--- config.mk ---
export PLATFORM = sky130hd
export DESIGN_NAME = bilinear_interpolator
export DESIGN_NICKNAME = d
export VERILOG_FILES = /design/src/rtl/undistort_pkg.sv /design/src/rtl/interp_lerp.sv /design/src/rtl/bilinear_interpolator.sv
export SDC_FILE = /design/constraint.sdc
export NUM_CORES = 1
export LEC_CHECK = 0
export BUFFER_PORTS_ARGS = -buffer_cell sky130_fd_sc_hd__buf_4
export CAP_MARGIN = 25
export CORE_ASPECT_RATIO = 1.75
export CORE_MARGIN = 3
export CORE_UTILIZATION = 45
export DETAILED_ROUTE_END_ITERATION = 16
export GPL_TIMING_DRIVEN = 0
export PLACE_DENSITY = 0.74
export SYNTH_ARGS = -nofsm -noshare
export SYNTH_HDL_FRONTEND = slang
export SYNTH_SLANG_ARGS = --single-unit
--- constraint.sdc ---
create_clock -name clk -period 19.6 [get_ports clk]
set_clock_uncertainty 0.2 [all_clocks]
set_input_delay 5.88 -clock clk [delete_from_list [all_inputs] [get_ports clk]]
set_output_delay 5.88 -clock clk [all_outputs]
set_load 0.01 [all_outputs]
--- src/rtl/undistort_pkg.sv ---
// undistort_pkg
//   Shared definitions for the undistort pipeline's bilinear interpolator:
//   default image/pixel geometry, the interpolator state encoding and a
//   helper that turns a fractional bit count into the weight scale S.
package undistort_pkg;

    localparam int PIX_W     = 8;
    localparam int FRAC_BITS = 4;
    localparam int COLS      = 320;
    localparam int ROWS      = 240;
    localparam int ADDR_W    = 17;

    typedef enum logic [2:0] {
        ST_IDLE  = 3'd0,
        ST_TOP   = 3'd1,
        ST_BOT   = 3'd2,
        ST_VERT  = 3'd3,
        ST_WRITE = 3'd4
    } interp_state_t;

    // Weight scale S = 2^frac_bits; the two lerp weights always sum to S.
    function automatic int frac_scale(input int frac_bits);
        return 1 << frac_bits;
    endfunction

    localparam int S = frac_scale(FRAC_BITS);

endpackage

--- src/rtl/interp_lerp.sv ---
// interp_lerp
//   Combinational weighted blend y = a*(S-f) + b*f with S = 2^FRAC_BITS.
//   The result is W+FRAC_BITS bits wide, which holds the full unsigned sum
//   because the weights add up to S.
// Ports:
//   a, b  in   W bits          operands
//   f     in   FRAC_BITS bits  fractional weight of b
//   y     out  W+FRAC_BITS     blended result
module interp_lerp #(
    parameter int W         = 12,
    parameter int FRAC_BITS = 4
) (
    input  logic [W-1:0]           a,
    input  logic [W-1:0]           b,
    input  logic [FRAC_BITS-1:0]   f,
    output logic [W+FRAC_BITS-1:0] y
);
    import undistort_pkg::*;

    localparam int OW = W + FRAC_BITS;

    logic [OW-1:0] a_ext;
    logic [OW-1:0] b_ext;
    logic [OW-1:0] wa;
    logic [OW-1:0] wb;

    always_comb begin
        a_ext = OW'(a);
        b_ext = OW'(b);
        wb    = OW'(f);
        wa    = OW'(frac_scale(FRAC_BITS)) - wb;
        y     = a_ext * wa + b_ext * wb;
    end

endmodule

--- src/rtl/bilinear_interpolator.sv ---
// bilinear_interpolator
//   Computes one bilinear-weighted output pixel per start pulse and writes
//   it to the output frame BRAM at v*COLS+u. Sequence is fixed at
//   IDLE -> TOP -> BOT -> VERT -> WRITE, so wr_en/done land in the 4th cycle
//   after the accepting clock edge regardless of data.
//   Optional build macro INTERP_ROUND_EN: round half up in the vertical pass
//   instead of truncating.
// Ports:
//   clk, rst            clock (rising edge), async active-low reset
//   start               single-cycle start pulse, honoured only in IDLE
//   u, v                output column / row
//   p00 p01 p10 p11     source neighbours (TL, TR, BL, BR)
//   fx, fy              fractional source offsets
//   oob                 source coordinate outside the image
//   wr_en/wr_addr/wr_data  output BRAM write port
//   busy                high in any non-IDLE state
//   done                one-cycle completion pulse
module bilinear_interpolator #(
    parameter int PIX_W      = undistort_pkg::PIX_W,
    parameter int FRAC_BITS  = undistort_pkg::FRAC_BITS,
    parameter int COLS       = undistort_pkg::COLS,
    parameter int ROWS       = undistort_pkg::ROWS,
    parameter int ADDR_W     = undistort_pkg::ADDR_W,
    parameter int BORDER_VAL = 0
) (
    input  logic                 clk,
    input  logic                 rst,
    input  logic                 start,
    input  logic [8:0]           u,
    input  logic [8:0]           v,
    input  logic [PIX_W-1:0]     p00,
    input  logic [PIX_W-1:0]     p01,
    input  logic [PIX_W-1:0]     p10,
    input  logic [PIX_W-1:0]     p11,
    input  logic [FRAC_BITS-1:0] fx,
    input  logic [FRAC_BITS-1:0] fy,
    input  logic                 oob,
    output logic                 wr_en,
    output logic [ADDR_W-1:0]    wr_addr,
    output logic [PIX_W-1:0]     wr_data,
    output logic                 busy,
    output logic                 done
);
    import undistort_pkg::*;

    localparam int MID_W = PIX_W + FRAC_BITS;
    localparam int ACC_W = PIX_W + 2 * FRAC_BITS;
    localparam logic [31:0] COLS_U = 32'(COLS);
    localparam logic [31:0] ROWS_U = 32'(ROWS);

    interp_state_t state;
    interp_state_t state_nxt;

    logic [8:0]           u_q;
    logic [8:0]           v_q;
    logic [PIX_W-1:0]     p00_q;
    logic [PIX_W-1:0]     p01_q;
    logic [PIX_W-1:0]     p10_q;
    logic [PIX_W-1:0]     p11_q;
    logic [FRAC_BITS-1:0] fx_q;
    logic [FRAC_BITS-1:0] fy_q;
    logic                 oob_q;

    logic [MID_W-1:0]     top_q;
    logic [MID_W-1:0]     bot_q;

    logic [MID_W-1:0]     lerp_a;
    logic [MID_W-1:0]     lerp_b;
    logic [FRAC_BITS-1:0] lerp_f;
    logic [ACC_W-1:0]     acc;
    logic [ACC_W-1:0]     acc_adj;
    logic [PIX_W-1:0]     pix_d;
    logic [ADDR_W-1:0]    addr_d;
    logic                 in_frame;

    // Single blend unit shared by the two horizontal passes and the vertical
    // pass; the operand mux below picks its inputs from the current state.
    interp_lerp #(
        .W         (MID_W),
        .FRAC_BITS (FRAC_BITS)
    ) u_lerp (
        .a (lerp_a),
        .b (lerp_b),
        .f (lerp_f),
        .y (acc)
    );

    always_comb begin
        lerp_a = '0;
        lerp_b = '0;
        lerp_f = '0;
        case (state)
            ST_TOP: begin
                lerp_a = MID_W'(p00_q);
                lerp_b = MID_W'(p01_q);
                lerp_f = fx_q;
            end
            ST_BOT: begin
                lerp_a = MID_W'(p10_q);
                lerp_b = MID_W'(p11_q);
                lerp_f = fx_q;
            end
            ST_VERT: begin
                lerp_a = top_q;
                lerp_b = bot_q;
                lerp_f = fy_q;
            end
            default: ;
        endcase
    end

    // Weights sum to S^2, so even with the rounding offset the shifted
    // value stays within PIX_W bits.
    always_comb begin
`ifdef INTERP_ROUND_EN
        acc_adj = acc + ACC_W'(1 << (2 * FRAC_BITS - 1));
`else
        acc_adj = acc;
`endif
        if (oob_q)
            pix_d = PIX_W'(BORDER_VAL);
        else
            pix_d = PIX_W'(acc_adj >> (2 * FRAC_BITS));
    end

    always_comb begin
        addr_d   = ADDR_W'(v_q) * ADDR_W'(COLS) + ADDR_W'(u_q);
        in_frame = (32'(u_q) < COLS_U) && (32'(v_q) < ROWS_U);
    end

    // State register
    always_ff @(posedge clk or negedge rst) begin
        if (!rst)
            state <= ST_IDLE;
        else
            state <= state_nxt;
    end

    // Next-state logic
    always_comb begin
        state_nxt = state;
        case (state)
            ST_IDLE:  if (start) state_nxt = ST_TOP;
            ST_TOP:   state_nxt = ST_BOT;
            ST_BOT:   state_nxt = ST_VERT;
            ST_VERT:  state_nxt = ST_WRITE;
            ST_WRITE: state_nxt = ST_IDLE;
            default:  state_nxt = ST_IDLE;
        endcase
    end

    // Output logic
    always_comb begin
        busy  = (state != ST_IDLE);
        done  = (state == ST_WRITE);
        wr_en = (state == ST_WRITE) && in_frame;
    end

    // Datapath registers
    always_ff @(posedge clk or negedge rst) begin
        if (!rst) begin
            u_q     <= '0;
            v_q     <= '0;
            p00_q   <= '0;
            p01_q   <= '0;
            p10_q   <= '0;
            p11_q   <= '0;
            fx_q    <= '0;
            fy_q    <= '0;
            oob_q   <= 1'b0;
            top_q   <= '0;
            bot_q   <= '0;
            wr_addr <= '0;
            wr_data <= '0;
        end else begin
            case (state)
                ST_IDLE: begin
                    if (start) begin
                        u_q   <= u;
                        v_q   <= v;
                        p00_q <= p00;
                        p01_q <= p01;
                        p10_q <= p10;
                        p11_q <= p11;
                        fx_q  <= fx;
                        fy_q  <= fy;
                        oob_q <= oob;
                    end
                end
                ST_TOP:  top_q <= MID_W'(acc);
                ST_BOT:  bot_q <= MID_W'(acc);
                ST_VERT: begin
                    wr_data <= pix_d;
                    wr_addr <= addr_d;
                end
                default: ;
            endcase
        end
    end

endmodule

==> results of run 1 <==
path summary, 6_finish.rpt:
kind	end	slack, ns	from	cells after the start
hold / removal	wr_addr[3]$_DFFE_PN0N_	0.28	u_q[3]$_DFFE_PN0P_	2
setup reg to reg	bot_q[11]$_DFFE_PN0N_	11.21	state[1]$_DFFE_PN0P_	29
setup / recovery	bot_q[11]$_DFFE_PN0N_	11.21	state[1]$_DFFE_PN0P_	29
hold reg to reg	wr_addr[3]$_DFFE_PN0N_	0.28	u_q[3]$_DFFE_PN0P_	2
max in group asynchronous	bot_q[11]$_DFFE_PN0N_	13.08	rst	2
min in group asynchronous	p00_q[1]$_DFFE_PN0P_	5.36	rst	1
metal layers:
layer	vias up	share of wire, %	wire length (um)	track usage, %
met5	-	0	0	0
met4	0	4.0	833	9.86
met3	50	5.0	1030	3.47
met2	164	57	11800	38.7
met1	3238	34	7180	20.0
li1	3065	-	-	-
flip-flops by register name (all words and copies together), names as in the netlist, 8 cells and up:
register	count
bot_q	12
p00_q	8
p01_q	8
p10_q	8
p11_q	8
top_q	12
u_q	9
v_q	9
wr_addr	17
wr_data	8
stage by stage:
step / utilization, % / cell area [sq um] / hold slack [ns] / cells / worst slack (ns)
after detailed placement: 51.4 / 9910 / 0.262 / 1208 / 11.22
after global placement: 51.2 / 9880 / 0.249 / 1207 / 11.27
final: 53.1 / 10200 / 0.279 / 1224 / 11.21
after CTS: 53.1 / 10200 / 0.277 / 1224 / 11.18
after global routing: 53.1 / 10200 / 0.298 / 1224 / 10.77
after floorplan: - / 8910 / 0.235 / 877 / 12.01
placed cells by master (no fill, tap or decap), drive strengths merged, types with 2 or more instances in the layout:
master	count
and3	4
nor2	77
o31ai	2
o21ai	43
nor2b	9
o21a	4
clkinv	2
inv	118
o21bai	2
ha	83
nand3b	2
or3	3
dfrtp	111
xnor2	21
xor2	12
a22oi	15
nand4	4
clkbuf	28
mux2	82
a21oi	18
nand2b	10
fa	76
a211oi	2
nand3	13
a21o	8
or2	18
bufinv	2
nor3	12
nor3b	2
buf	105
nand2	84
xnor3	2
Yosys cell counts, types with 2 or more instances:
library cell	instances	share of area (%)
a211oi_1	2	0.17
a21o_1	8	0.67
a21oi_1	18	1.0
a22oi_1	14	1.2
and3_1	4	0.28
buf_1	3	0.13
buf_2	10	0.56
buf_6	2	0.25
clkbuf_1	17	0.72
dfrtp_1	111	31
fa_1	76	17
ha_1	83	12
inv_1	116	4.9
mux2_2	82	10
nand2_1	84	3.5
nand2b_1	10	0.70
nand3_1	11	0.62
nand3b_1	2	0.17
nand4_1	4	0.28
nor2_1	76	3.2
nor2b_1	8	0.56
nor3_1	12	0.67
nor3b_1	2	0.17
o21a_1	4	0.34
o21ai_0	41	2.3
o21ai_1	2	0.11
o21bai_1	2	0.17
o31ai_1	2	0.17
or2_2	17	1.2
or3_1	3	0.21
xnor2_1	21	2.1
xnor3_1	2	0.51
xor2_1	11	1.1
worst register-to-register path, delay by kind of cell, from the launching register on:
family	cells	cell delay [ns]
compound gates	7	1.78
flops	1	0.37
buf+inv	9	1.31
xor+xnor	2	0.73
fa+ha+maj	8	3.47
simple gates	3	0.37
cell families (layout without fill, tap and decap cells):
family                   count (synthesis)  after routing  share of synthesized area [%]
AND/OR/NAND/NOR                        240            240                           12.4
flip-flops                             111            111                           31.2
XOR/XNOR                                35             35                           3.83
multiplexers                            82             82                           10.4
AO/OA/AOI/OAI                          100            100                           6.88
adder cells (fa/ha/maj)                159            159                           28.7
buffers and inverters                  150            256                           6.66
area by class of cell:
| class | count | area [sq um] | area share (%) |
|---|---|---|---|
| multi-input cells | 616 | 5540 | 54.1 |
| flip-flops and latches | 111 | 2780 | 27.1 |
| repair buffers | 90 | 696 | 6.80 |
| inverters | 118 | 445 | 4.35 |
| well taps | 241 | 302 | 2.95 |
| clock buffers | 11 | 243 | 2.37 |
| plain buffers | 32 | 148 | 1.44 |
| clock inverters | 5 | 81.3 | 0.795 |
==> impl_results.md, run 1 <==
* Status: finished, final reports clean
* # fillers at 1,730
* I/O pin count at 90
* Clk sinks at 111
* Global-route wire length before repair at 34,100 um
* CP max-delay cell: a22oi_1
* Cts repair resizes at 0
* Drt pass-1 iters at 4
* RSZ-0062 raised after global routing: false
* Cell Rows at 67
* Max Root-Sink Buffers at 2
* Final hold violation count at 0
* Die Y at 192 um
* Critical path's top delay family: adder cells
* Register area share after synthesis at 31.2%
* DR iter-0 viols at 260
* Max-cap violation count at 0
* Nets@finish at 1,199
* Worst path bufs/invs at 9
* Htree depth at 3
* FF+latch count, synth at 111
* Antenna diode count at 0
* Root buffer cell: clkbuf_16
* Worst rel slew slack at 44.8%
* Crit end category: flop
* Cell Area, Synth at 0.00891 sq mm
* Startpoint types: flop
* Layout area overhead at 14.8%
* DRC at 0
* Initial cell density of the core at 46.2%
* Most frequent CP cell: fa_1
* Actual slew at the worst max-slew pin at 0.828 ns
* Fraction of registers with async set/reset at 100%
* Vias in the first global route at 7,125
* DP HPWL at 17,700 um
* Maximum fanout count along the critical path at 10
* Main synth FF type: dfrtp_1
* Largest net degree at the start of global routing at 57
* IO Port Bufs at 89
* Die Span X at 112 um
* Tcrit/Tclk final at 42.8%
* Gpl congestion at 0.911
* Crit-path max cell delay at 0.66 ns
* Final slew viol count at 0
* Synth Instances at 877
* Worst skew pair latency at 0.35 ns
* Number of flops mapped to enable cells by yosys at 0
* Setup TNS at 0 ns
* Core Area at 0.0193 sq mm
* Clk pin slew, worst setup/hold paths at 0.07 ns
* Die footprint at 0.0216 sq mm
* Final Setup Violations at 0
* Final min period at 8.39 ns
* Yosys warnings at 0
* Total track usage at 19.9%
* Routed wire per std cell at 17.0 um
* Global route total overflow at 0
* Worst Hold Class: reg -> reg
* Post-Route WL at 20,900 um
* Syn nets at 1,098
* Synth unique cells at 50
* TritonCTS Buffers at 9
* Worst path required time at 19.60 ns
* Worst EP arrival at 8.39 ns
* Post-CTS Setup Repair Bufs at 0
* Critical path type: reg -> reg
* Mean Syn Cell Area at 10.2 sq um
* Vias at 6,517
* Layout cells sized above 1 at 22.8%
* Vias/cell at 5.32
* Achievable Freq at 119 MHz
* Detail Route Antenna Nets at 0
* Initial antenna violation count at 0
* Hold_buf cts at 0
* CTS tree: done
Power of run 1 is left out: the tool's default activity adds up to more than one toggle a clock period on the data nets, which glitch-free logic cannot reach.
==> inputs of run 2 (changes only) <==
--- a/config.mk
+++ b/config.mk
@@ -5,6 +5,7 @@
 export SDC_FILE = /design/constraint.sdc
 export NUM_CORES = 1
 export LEC_CHECK = 0
+export ABC_AREA = 1
 export BUFFER_PORTS_ARGS = -buffer_cell sky130_fd_sc_hd__buf_4
 export CAP_MARGIN = 25
 export CORE_ASPECT_RATIO = 1.75
@@ -12,7 +13,7 @@
 export CORE_UTILIZATION = 45
 export DETAILED_ROUTE_END_ITERATION = 16
 export GPL_TIMING_DRIVEN = 0
-export PLACE_DENSITY = 0.74
+export PLACE_DENSITY = 0.76
 export SYNTH_ARGS = -nofsm -noshare
 export SYNTH_HDL_FRONTEND = slang
 export SYNTH_SLANG_ARGS = --single-unit
==> constraint.sdc (replaced) <==
create_clock -name clk -period 7.3 [get_ports clk]
set_clock_uncertainty 0.2 [all_clocks]
set_input_delay 2.19 -clock clk [delete_from_list [all_inputs] [get_ports clk]]
set_output_delay 2.19 -clock clk [all_outputs]
set_load 0.01 [all_outputs]
==> impl_results.md, run 2 <==
* Status: finished, final reports clean
* Max-cap violation count at 0 (unchanged)
* Crit-path max cell delay at 0.55 ns (-0.11 ns)
* Fraction of registers with async set/reset at 100% (unchanged)
* Vias in the first global route at 7,892 (+11%)
* Met2 routed WL at 12,800 um (+7.9%)
* Critical path's top delay family: adder cells
* DP HPWL at 19,100 um (+8.4%)
* # fillers at 1,829 (+5.7%)
* Nets@finish at 1,389 (+16%)
* Met1 WL at 7960 um (+11%)
* TritonCTS Buffers at 9 (unchanged)
* Post-Route WL at 22,500 um (+8.1%)
* Tcrit/Tclk final at 94.2% (+51 points)
* Critical path type: reg -> reg
* Die footprint at 0.0223 sq mm (+3.4%)
* Number of flops mapped to enable cells by yosys at 0 (unchanged)
* Register area share after synthesis at 30.1% (-1.1 points)
* Syn nets at 1,288 (+17%)
* Adder-cell share of the synthesized area at 27.7% (-1.0 points)
* Global route total overflow at 0 (unchanged)
* Most common cell in the netlist: nand2_1
* Final min period at 6.88 ns (-1.51 ns)
* Routed wire per std cell at 15.9 um (-6.7%)
* Layout area overhead at 14.1%
* Worst path required time at 7.32 ns (-12.28 ns)
* Worst Hold Class: reg -> reg
* Htree depth at 3 (unchanged)
* Actual slew at the worst max-slew pin at 0.840 ns (+0.0117 ns)
* Vias/cell at 5.15 (-3.2%)
* CP max-delay cell: fa_1
* Dominant cells by area after synthesis: dfrtp_1 (30%), fa_1 (16%), ha_1 (11%), nand2_1 (9.7%), inv_1 (8.1%)
* Core Area at 0.0199 sq mm (+3.3%)
* Global-route wire length before repair at 37,000 um (+8.6%)
* Crit end category: flop
* Vias at 7,309 (+12%)
* RR Startpoint: state[2]$_DFFE_PN0P_
* Post-Synth XOR/XNOR Area at 1.23% (-2.6 points)
* Synth unique cells at 44 (-12%)
* DR iter-0 viols at 267 (+2.7%)
* Commonest non-fill, non-tap cell in the layout: nand2_1
* Most frequent CP cell: fa_1
* Largest net degree at the start of global routing at 65 (+14%)
* Maximum fanout count along the critical path at 10 (unchanged)
* Regs by FF count: wr_addr x17, bot_q x12, top_q x12
* IO Port Bufs at 89 (unchanged)
* Compound-Gate Fraction of Synth Area at 5.76% (-1.1 points)
* Mean Syn Cell Area at 8.65 sq um (-15%)
* Largest family of logic cells by synthesized area: adder cells
* Initial antenna violation count at 0 (unchanged)
* Antenna diode count at 0 (unchanged)
* Number of flip-flops in the largest register at 17 (unchanged)
* Final hold violation count at 0 (unchanged)
* Critical Path Start: state[2]$_DFFE_PN0P_
* Post-CTS Setup Repair Bufs at 0 (unchanged)
* RSZ-0062 raised after global routing: false
* CTS tree: done
* Root buffer cell: clkbuf_16
* Post-synth top cells: nand2_1 (238), inv_1 (200), dfrtp_1 (111)
* I/O pin count at 90 (unchanged)
* Drt pass-1 iters at 5 (+1)
* Most frequent cells in the layout: nand2_1 (238), inv_1 (200), dfrtp_1 (111), buf_4 (92), ha_1 (83)
* Synth Instances at 1,067 (+22%)
* Final slew viol count at 0 (unchanged)
* Achievable Freq at 145 MHz (+22%)
* Register with the highest flop count: wr_addr
* Layout cells sized above 1 at 18.2% (-4.6 points)
* Worst skew pair latency at 0.36 ns (about the same)
* Yosys warnings at 0 (unchanged)
* Area share of the largest cell type after synthesis at 30.1% (-1.1 points)
* Post-Synth Simple-Gate Area at 19.1% (+6.8 points)
* Initial cell density of the core at 46.4% (+0.15 points)
* Top sig layer: met4
* Worst EP arrival at 6.90 ns (-1.49 ns)
* Main synth FF type: dfrtp_1
* Cell accounting for the most synthesized area: dfrtp_1
* Gpl congestion at 0.964 (+5.8%)
* HP Start: u_q[1]$_DFFE_PN0P_
* Startpoint types: flop
* Clk sinks at 111 (unchanged)
* DRC at 0 (unchanged)
* Max Root-Sink Buffers at 2 (unchanged)
* Clk pin slew, worst setup/hold paths at 0.08 ns (about the same)
* Worst path bufs/invs at 7 (-2)
* Worst rel slew slack at 44.0% (-0.78 points)
* Multiplexer area fraction after synthesis at 6.10% (-4.3 points)
* Die Span X at 114 um (+1.7%)
* Die Y at 195 um (+1.7%)
* Cell Rows at 68 (+1.5%)
* Detail Route Antenna Nets at 0 (unchanged)
* Setup TNS at 0 ns (unchanged)
* Total track usage at 20.9% (+1.0 points)
* Cell Area, Synth at 0.00923 sq mm (+3.6%)
* Wire length on met3 at 761 um (-26%)
* Final Setup Violations at 0 (unchanged)
* FF+latch count, synth at 111 (unchanged)
run 2: cell types whose count changed after synthesis, sizes merged, moves of 14 or more:
cell | previous run | this run
nor2 | 77 | 93
nand3 | 13 | 41
or2 | 18 | 3
mux2 | 82 | 50
nand2 | 84 | 248
inv | 118 | 208
xnor2 | 21 | 7
run 2: kinds of logic (layout without fill, tap and decap cells):
group,after synthesis,after routing
AOI/OAI and AO/OA,93,93
xor gates and xnor gates,13,13
DFF,111,111
buffers and inverters,235,341
muxes,50,50
and+or+nand+nor,406,406
adders and majority gates,159,159
run 2: metal layers:
layer	global-route usage (%)	vias to the layer above
met5	0	-
met4	10.6	0
met3	2.45	65
met2	41.0	182
met1	20.9	3561
li1	-	3501
run 2: final timing paths:
kind,endpoint,slack (ns),cells after the start
worst max register to register,top_q[10]$_DFFE_PN0N_,0.42,26
worst min register to register,wr_addr[1]$_DFFE_PN0N_,0.29,2
worst max-delay path,top_q[10]$_DFFE_PN0N_,0.42,26
worst min-delay path,wr_addr[1]$_DFFE_PN0N_,0.29,2
max in group asynchronous,bot_q[8]$_DFFE_PN0N_,4.50,2
min in group asynchronous,p10_q[3]$_DFFE_PN0P_,1.64,1
run 2: final cells by class:
type                       count  area [sq um]  area share [%]
inverter                     209           785            7.45
tap                          245           307            2.91
buffer                        26           136            1.29
clock inverter                 5          50.0           0.475
timing repair buffer          90           696            6.60
clock buffer                  11           243            2.30
sequential                   111          2780            26.4
multi-input combinational    721          5540            52.6
run 2: timing repair:
item	CTS	global route
resized for setup	0	3
setup endpoints to repair	0	3
hold buffers	0	0
run 2: tightest hold or removal path, delay by kind of cell (launching register included):
kind | cells | cell delay, ns
DFF | 1 | 0.35
and+or+nand+nor | 2 | 0.10
run 2: metrics by stage:
step                      setup slack [ns]  area (sq um)  utilization (%)  std cells  hold WS, ns
after floorplan                       1.18          9230                -       1067        0.243
after global placement               0.412         10200             51.3       1401        0.256
after detailed placement             0.290         10200             51.4       1402        0.264
after CTS                            0.275         10500             52.9       1418        0.288
after global routing                0.0801         10500             52.9       1418        0.311
final                                0.421         10500             52.9       1418        0.288
Power of run 2 is left out for the same reason.
==> inputs of run 3 (changes only) <==
--- a/config.mk
+++ b/config.mk
@@ -9,7 +9,6 @@
 export BUFFER_PORTS_ARGS = -buffer_cell sky130_fd_sc_hd__buf_4
 export CAP_MARGIN = 25
 export CORE_ASPECT_RATIO = 1.75
-export CORE_MARGIN = 3
 export CORE_UTILIZATION = 45
 export DETAILED_ROUTE_END_ITERATION = 16
 export GPL_TIMING_DRIVEN = 0
==> impl_results.md, run 3 (same netlist as run 2, synthesis figures left out) <==
* Status: complete, but fails checks
* Failing checks: DRC
* Final hold violation count at 0 (unchanged)
* Achievable Freq at 144 MHz (-1.1%)
* RSZ-0062 raised after global routing: false
* Maximum fanout count along the critical path at 10 (unchanged)
* HP Start: wr_addr[5]$_DFFE_PN0N_
* TritonCTS Buffers at 9 (unchanged)
* Commonest non-fill, non-tap cell in the layout: nand2_1
* Routed wire per std cell at 16.4 um (+3.2%)
* Register with the highest flop count: wr_addr
* Clk sinks at 111 (unchanged)
* Hold_buf cts at 0 (unchanged)
* Actual slew at the worst max-slew pin at 0.787 ns (-0.0528 ns)
* Most frequent cells in the layout: nand2_1 (238), inv_1 (200), dfrtp_1 (111), buf_4 (92), ha_1 (83)
* DP HPWL at 19,300 um (+1.1%)
* Worst Hold Depth at 2 (unchanged)
* Final slew viol count at 0 (unchanged)
* Clk pin slew, worst setup/hold paths at 0.08 ns (about the same)
* Critical Path Start: state[2]$_DFFE_PN0P_
* Worst path required time at 7.33 ns (about the same)
* Reg area at 0.00278 sq mm (unchanged)
* Initial antenna violation count at 0 (unchanged)
* DRC at 2 (+2)
* Crit end category: flop
* Cts repair resizes at 0 (unchanged)
* Die Span X at 110 um (-3.5%)
* Root buffer cell: clkbuf_16
* Nets@finish at 1,389 (unchanged)
* Core Area at 0.0202 sq mm (+1.5%)
* Vias in the first global route at 7,791 (-1.3%)
* Max-cap violation count at 0 (unchanged)
* Vias at 7,304 (-0.068%)
* Global-route wire length before repair at 37,300 um (+0.88%)
* Global route total overflow at 0 (unchanged)
* Largest net degree at the start of global routing at 67 (+3.1%)
* Tcrit/Tclk final at 95.3% (+1.1 points)
* Drt pass-1 iters at 13 (+8)
* Vias/cell at 5.14 (-0.28%)
* Post-Route WL at 23,300 um (+3.5%)
* Worst EP arrival at 6.99 ns (+0.09 ns)
* Worst rel slew slack at 47.5% (+3.5 points)
* IO Port Bufs at 89 (unchanged)
* Detail Route Antenna Nets at 0 (unchanged)
* Critical path type: reg -> reg
* I/O pin count at 90 (unchanged)
* Number of flip-flops in the largest register at 17 (unchanged)
* Cell Rows at 69 (+1.5%)
* Startpoint types: flop
* DR iter-0 viols at 277 (+3.7%)
* Die Y at 191 um (-2.0%)
* RR Startpoint: state[2]$_DFFE_PN0P_
* Worst Hold Class: reg -> reg
* Gpl congestion at 0.927 (-3.9%)
* Antenna diode count at 0 (unchanged)
* Area of the multi-input gates at 0.00554 sq mm (unchanged)
* Setup TNS at 0 ns (unchanged)
* # fillers at 1,871 (+2.3%)
* Layout area overhead at 14.1% (about the same)
* CTS tree: done
* Worst r2r path cells at 26 (unchanged)
* Initial cell density of the core at 45.7% (-0.67 points)
* Htree depth at 3 (unchanged)
* Final Setup Violations at 0 (unchanged)
* Regs by FF count: wr_addr x17, bot_q x12, top_q x12
* Worst skew pair latency at 0.36 ns (about the same)
* Final min period at 6.96 ns (+0.0786 ns)
* Die footprint at 0.0211 sq mm (-5.5%)
* Layout cells sized above 1 at 18.2% (+0.085 points)
* Max Root-Sink Buffers at 2 (unchanged)
* Post-CTS Setup Repair Bufs at 0 (unchanged)
* Total track usage at 23.6% (+2.7 points)
-- run 3: area by class of cell --
class | count | area share [%]
clock inverters | 7 | 0.594
multi-input cells | 721 | 52.6
inverters | 209 | 7.45
repair buffers | 90 | 6.60
well taps | 248 | 2.95
plain buffers | 26 | 1.29
clock buffers | 9 | 2.14
flip-flops and latches | 111 | 26.4
-- run 3: layer usage --
layer | wire length (um) | vias to the layer above | global-route usage [%] | part of all wire (%)
met3 | 731 | 77 | 3.20 | 3.1
met2 | 13300 | 194 | 45.2 | 57
met5 | 0 | - | 0 | 0
li1 | - | 3505 | - | -
met1 | 8000 | 3528 | 22.9 | 34
met4 | 1310 | 0 | 14.3 | 5.6
-- run 3: path summary, 6_finish.rpt --
path / slack [ns] / to
worst max-delay path: 0.34 / bot_q[10]$_DFFE_PN0N_
worst max register to register: 0.34 / bot_q[10]$_DFFE_PN0N_
worst min-delay path: 0.28 / wr_addr[5]$_DFFE_PN0N_
max in group asynchronous: 4.48 / wr_addr[15]$_DFFE_PN0N_
min in group asynchronous: 1.63 / p11_q[1]$_DFFE_PN0P_
worst min register to register: 0.28 / wr_addr[5]$_DFFE_PN0N_
-- run 3: metrics by stage --
step | area (sq um) | std cells | worst slack [ns] | hold WS, ns | util (%)
after floorplan | 9230 | 1067 | 1.18 | 0.243 | -
after global routing | 10500 | 1421 | 0.00883 | 0.311 | 52.1
after CTS | 10500 | 1421 | 0.268 | 0.284 | 52.1
after detailed placement | 10200 | 1405 | 0.305 | 0.265 | 50.7
after global placement | 10200 | 1404 | 0.426 | 0.259 | 50.5
final | 10500 | 1421 | 0.342 | 0.282 | 52.1
-- run 3: critical path: stages, from the launching register on --
cell and delay [ns]:
dfrtp_1 0.46, nor2_4 0.20, nand2_4 0.13, nand2_4 0.13, nand2_4 0.06, nand2_4 0.13
inv_2 0.06, buf_6 0.14, ha_1 0.42, clkinv_1 0.38, nor2_1 0.27, fa_1 0.41
inv_1 0.09, fa_1 0.38, inv_1 0.06, ha_1 0.23, fa_1 0.48, fa_1 0.55
inv_1 0.06, fa_1 0.54, inv_1 0.05, ha_1 0.34, a21oi_1 0.24, o21bai_1 0.14
nor2_1 0.17, xor2_2 0.36, o21ai_0 0.13
Power of run 3 is left out for the same reason.
